==> config.mk <==
export PLATFORM = sky130hd
export DESIGN_NAME = multi_cycle_adder
export DESIGN_NICKNAME = d
export VERILOG_FILES = /design/src/rtl/multi_cycle_adder.sv
export SDC_FILE = /design/constraint.sdc
export NUM_CORES = 1
export LEC_CHECK = 0
export CORE_ASPECT_RATIO = 0.7
export CORE_MARGIN = 3
export CORE_UTILIZATION = 35
export CTS_BUF_LIST = sky130_fd_sc_hd__clkbuf_8
export DETAILED_ROUTE_END_ITERATION = 8
export SETUP_SLACK_MARGIN = 0.05
export SLEW_MARGIN = 20
export SYNTH_ARGS = -nofsm -noshare
export SYNTH_HDL_FRONTEND = slang
export SYNTH_SLANG_ARGS = --single-unit
==> constraint.sdc <==
create_clock -name clk -period 9 [get_ports clk]
set_input_delay 1.8 -clock clk [delete_from_list [all_inputs] [get_ports clk]]
set_output_delay 1.8 -clock clk [all_outputs]
set_load 0.05 [all_outputs]
==> src/rtl/multi_cycle_adder.sv <==
// multi_cycle_adder: W-bit adder {co,sum} = a + b + ci computed CHUNK bits per clock over
// N = W/CHUNK cycles, with valid/ready handshakes on the operand and result sides.
// Optional feature macro: OVERFLOW_FLAG_EN adds the ovf output (signed overflow of the add).
module multi_cycle_adder #(
  parameter int unsigned W     = 32,
  parameter int unsigned CHUNK = 8
) (
  input  logic         clk,
  input  logic         rst,
  input  logic         s_valid,
  output logic         s_ready,
  input  logic [W-1:0] a,
  input  logic [W-1:0] b,
  input  logic         ci,
  output logic         m_valid,
  input  logic         m_ready,
  output logic [W-1:0] sum,
  output logic         co
`ifdef OVERFLOW_FLAG_EN
  ,
  output logic         ovf
`endif
);

  localparam int unsigned N    = W / CHUNK;
  localparam int unsigned IdxW = (N > 1) ? $clog2(N) : 1;
  localparam logic [IdxW-1:0] LastIdx = IdxW'(N - 1);

  localparam logic [1:0] StIdle = 2'd0;
  localparam logic [1:0] StBusy = 2'd1;
  localparam logic [1:0] StDone = 2'd2;

  // A partial final slice would silently truncate the operands, so refuse to elaborate.
  if ((W % CHUNK) != 0) begin : g_chunk_check
    $error("multi_cycle_adder: W (%0d) must be a multiple of CHUNK (%0d)", W, CHUNK);
  end

  logic [1:0]      state_q, state_d;
  logic [IdxW-1:0] idx_q, idx_d;
  logic [W-1:0]    a_q, a_d;
  logic [W-1:0]    b_q, b_d;
  logic            carry_q, carry_d;
  logic [W-1:0]    sum_q, sum_d;
  logic            co_q, co_d;
`ifdef OVERFLOW_FLAG_EN
  logic            ovf_q, ovf_d;
  logic            carry_into_msb;
`endif

  logic [CHUNK-1:0] a_slice, b_slice, res_slice;
  logic             carry_out;
  logic             last_slice;

  // Select the operand slice addressed by the current slice index.
  always_comb begin
    a_slice = '0;
    b_slice = '0;
    for (int unsigned i = 0; i < N; i++) begin
      if (idx_q == IdxW'(i)) begin
        a_slice = a_q[i*CHUNK +: CHUNK];
        b_slice = b_q[i*CHUNK +: CHUNK];
      end
    end
  end

  // One CHUNK-wide ripple step; the carry register chains the slices together.
  assign {carry_out, res_slice} = {1'b0, a_slice} + {1'b0, b_slice} + {{CHUNK{1'b0}}, carry_q};

  assign last_slice = (idx_q == LastIdx);

`ifdef OVERFLOW_FLAG_EN
  // Result MSB = a ^ b ^ carry-in, so the carry into bit W-1 falls out of the top slice bits.
  assign carry_into_msb = a_slice[CHUNK-1] ^ b_slice[CHUNK-1] ^ res_slice[CHUNK-1];
`endif

  // Next-state logic: accept in IDLE, one slice per cycle in BUSY, hold in DONE until taken.
  always_comb begin
    state_d = state_q;
    idx_d   = idx_q;
    a_d     = a_q;
    b_d     = b_q;
    carry_d = carry_q;
    sum_d   = sum_q;
    co_d    = co_q;
`ifdef OVERFLOW_FLAG_EN
    ovf_d   = ovf_q;
`endif
    unique case (state_q)
      StIdle: begin
        if (s_valid) begin
          a_d     = a;
          b_d     = b;
          carry_d = ci;
          idx_d   = '0;
          state_d = StBusy;
        end
      end
      StBusy: begin
        for (int unsigned i = 0; i < N; i++) begin
          if (idx_q == IdxW'(i)) begin
            sum_d[i*CHUNK +: CHUNK] = res_slice;
          end
        end
        carry_d = carry_out;
        idx_d   = idx_q + 1'b1;
        if (last_slice) begin
          co_d    = carry_out;
`ifdef OVERFLOW_FLAG_EN
          ovf_d   = carry_into_msb ^ carry_out;
`endif
          idx_d   = '0;
          state_d = StDone;
        end
      end
      StDone: begin
        if (m_ready) begin
          state_d = StIdle;
        end
      end
      default: begin
        state_d = StIdle;
      end
    endcase
  end

  // State registers with synchronous reset; reset also discards any in-flight operation.
  always_ff @(posedge clk) begin
    if (rst) begin
      state_q <= StIdle;
      idx_q   <= '0;
      a_q     <= '0;
      b_q     <= '0;
      carry_q <= 1'b0;
      sum_q   <= '0;
      co_q    <= 1'b0;
`ifdef OVERFLOW_FLAG_EN
      ovf_q   <= 1'b0;
`endif
    end else begin
      state_q <= state_d;
      idx_q   <= idx_d;
      a_q     <= a_d;
      b_q     <= b_d;
      carry_q <= carry_d;
      sum_q   <= sum_d;
      co_q    <= co_d;
`ifdef OVERFLOW_FLAG_EN
      ovf_q   <= ovf_d;
`endif
    end
  end

  // Outputs; s_ready is masked by rst so nothing is offered as accepted during reset.
  always_comb begin
    s_ready = (state_q == StIdle) && !rst;
    m_valid = (state_q == StDone);
    sum     = sum_q;
    co      = co_q;
`ifdef OVERFLOW_FLAG_EN
    ovf     = ovf_q;
`endif
  end

`ifndef SYNTHESIS
  // Input and output sides never handshake in the same cycle.
  a_no_overlap : assert property (@(posedge clk) !(s_ready && m_valid));

  // A stalled result is held stable until it is taken.
  a_result_hold : assert property (@(posedge clk) disable iff (rst)
    (m_valid && !m_ready) |=> (m_valid && $stable(sum) && $stable(co)));

  // A taken result never lingers into the next cycle.
  a_result_drop : assert property (@(posedge clk) disable iff (rst)
    (m_valid && m_ready) |=> !m_valid);
`endif

endmodule

==> flow_summary.yaml <==
critical_path:
  arrival_ps: 2910
  cp_max_fo: 2
  worst_setup_path_end_kind: "output port"
  required_ps: 7200
  rr_startpoint: "idx_q[0]$_SDFFE_PP0P_"
  cp_slowest_cell: "clkdlybuf4s50_1"
  r2r_setup_slack_ps: 5380
  rr_worst_depth: 10
  cp_slowest_stage_delay_ps: 830
  cp_cell_sequence: "buf_4 > nor3_1 > clkdlybuf4s50_1"
  startpoint_type: "input port"
  r2r_end: "sum[14]$_SDFFE_PP0P_"
  path_class: "in -> out"
min_path:
  min_to: "b_q[0]$_SDFFE_PP0P_"
  hp-start: "b_q[0]$_SDFFE_PP0P_"
  holdPathStages: 2
  hold_class: "reg -> reg"
placed_design:
  dp_hpwl_mm: 9.20
  io_buffers: 103
  gp_congestion: 0.871
timing:
  worst_clock_skew_ps: 8.32
  worst_slew_pin_slew_ps: 1090
  hold_viol_final: 0
  period_needed_ps: 4710
  final_max_slew_viol_count: 0
  tns_ps: 0
  rsz0062_at_grt: "no"
  fin_crit_sh_pct: 52.3
  finalSetupViolations: 0
  fmax_mhz: 212
  slew_headroom_pct: 27.4
logic_synthesis:
  syn-num-nets: 686
  synth_warnings: 0
  syn_area_per_cell_um2: 7.82
  ys_ff_latch: 102
  ys_async_sr_fraction_pct: 0
  netlist_area_mm2: 0.00472
  synth_seq_area_share_pct: 43.2
  synthMuxAreaShare_pct: 0
  synthFlopType: "dfxtp_1"
  synth_top_area_share_pct: 43.2
  synth_top_family_by_area: "simple AND/OR/NAND/NOR gates"
  yosys.area_share.adder_pct: 3.76
  synthSimpleGateAreaFrac_pct: 23.8
  syn_inst: 604
  yosys.area.top_type: "dfxtp_1"
  synth_cell_types: 42
  synth_compound_area_share_pct: 23.6
  synth_area_leaders: "dfxtp_1, nand2_1, a21oi_1"
  synth-edff-count: 0
  synth-xor-area-share_pct: 0.185
floorplan:
  die_y_um: 103
  pin_count: 104
  fp-row-count: 34
  core_mm2: 0.0128
  die_x_um: 145
  die-area_mm2: 0.0150
  start_util_pct: 36.9
global_routing:
  track_usage_pct: 17.7
  grt_pass1_vias: 4117
  antenna_found_initial: 0
  grt.overflow.total: 0
  grt_max_degree: 106
  grt_first_pass_wirelength_mm: 20.8
clock_tree:
  post_cts_buffers: 0
  clkLatencyLatePin_ps: 370
  ctsResizeCount: 0
  h-tree-depth: 3
  ctsHoldBuffers: 0
  cts_buffer_depth: 2
  clkSlewWorstSetupHoldPaths_ps: 90
  cts_tree: "done"
  cts_made_buffers: 9
  root_buffer: "clkbuf_8"
  cts.sinks: 102
pwr:
  p_switching_uw: 266
  comb_power_share_pct: 18.2
  vdd_drop_max_mv: 0.0677
  p_leak_nw: 2.15
  powerDensity_mw_per_mm2: 159
  clkPwrFrac_pct: 30.8
  seqPwrFrac_pct: 51.0
  swShare_pct: 28.0
  internal-power_uw: 685
layout:
  final_net_count: 751
  post-route-util_pct: 46.8
  area_growth_pct: 26.7
  antenna_cells: 0
  fill_cells: 1269
  seq_area_mm2: 0.00204
  multi_input_area_mm2: 0.00243
  final_layout_size_suffix_gt1_share_pct: 4.75
route:
  drc: 0
  postRouteAntennaNets: 0
  num_vias: 4332
  routed_wl_mm: 12.9
  avgViaCountPerCell: 5.07
  drt_iter0_markers: 354
  drt_first_pass_iters: 4
  wl_per_cell_um: 15.1
run_status:
  status: "finished clean"
job:
  cap_violations: 0
-- sequential cells by signal, summed over array words and instances, names as in the netlist --
signal,count
state_q,2
b_q,32
a_q,32
carry_q,1
sum,32
co,1
idx_q,2
-- power groups by stage --
stage	Sequential (mW)	Combinational [mW]	Clock (mW)
6_report	0.486	0.173	0.293
5_1_grt	0.489	0.191	0.323
4_1_cts	0.486	0.174	0.302
3_5_place_dp	0.496	0.173	0
3_3_place_gp	0.496	0.170	0
2_1_floorplan	0.504	0.0995	0
-- stage by stage --
step	setup WS (ps)	hold WS [ps]	instances	cell area (um2)	power (mW)
global route	4250	475	854	5990	1.00
finish	4290	457	854	5990	0.952
CTS	4280	458	854	5990	0.962
floorplan	3820	432	604	4720	0.603
global placement	4290	442	838	5790	0.665
detailed placement	4280	446	838	5790	0.670
-- layer usage --
metal,share of wire [%],vias up,track usage (%)
met2,40,132,25.7
met4,1.2,0,3.94
met1,52,1976,26.3
li1,-,2208,-
met5,0,-,0
met3,6.9,16,4.83
-- final cells by class --
cell class / count / area share (%)
sequential: 102 / 34.1
timing repair buffer: 108 / 17.8
clock inverter: 5 / 0.815
inverter: 5 / 0.313
clock buffer: 11 / 2.53
multi-input combinational: 443 / 40.7
tap: 180 / 3.76
-- layout by cell type (no fill, tap or decap), drive strengths merged, types with 3 or more instances in the layout --
master | netlist | layout
nand2b | 3 | 3
o21ai | 13 | 13
ha | 11 | 11
a21oi | 100 | 100
nand3 | 17 | 17
nand3b | 16 | 16
clkinv | 0 | 3
o41ai | 16 | 16
a31oi | 5 | 5
o211ai | 8 | 8
buf | 30 | 6
o21a | 6 | 6
a211oi | 9 | 9
and2 | 4 | 4
a21o | 4 | 4
a221oi | 4 | 4
nor2 | 16 | 16
clkdlybuf4s50 | 0 | 102
nand2 | 169 | 169
dfxtp | 102 | 102
clkbuf | 24 | 11
inv | 5 | 6
nor2b | 12 | 12
nor3 | 14 | 14
-- worst max-delay path, delay by kind of cell --
kind,cells,cell delay (ps)
and+or+nand+nor,1,150
buffers and inverters,2,960
-- cells by family after synthesis --
family,count (synthesis)
xor+xnor,1
buf+inv,59
flops,102
compound gates,174
fa+ha+maj,13
simple gates,255
-- Yosys cell counts (3+ instances only) --
cell / count
nand2_1: 169
dfxtp_1: 102
a21oi_1: 100
buf_2: 25
clkbuf_1: 24
nand3_1: 17
nand3b_1: 16
nor2_1: 16
nor3_1: 14
o41ai_1: 12
ha_1: 11
nor2b_1: 11
o21ai_1: 10
a211oi_1: 9
o211ai_1: 8
a31oi_1: 5
inv_1: 5
o21a_1: 5
a21o_1: 4
a221oi_1: 4
and2_1: 4
buf_1: 4
o41ai_2: 4
nand2b_1: 3
o21ai_0: 3
-- worst max-delay path by stage --
stage               from  endpoint  slack [ps]  depth (start not counted)
floorplan            rst   s_ready        3820                          4
global placement     rst   s_ready        4290                          3
detailed placement   rst   s_ready        4280                          3
CTS                  rst   s_ready        4280                          3
global route         rst   s_ready        4250                          3
finish               rst   s_ready        4290                          3
No activity file was read; power rests on OpenSTA's default activity.
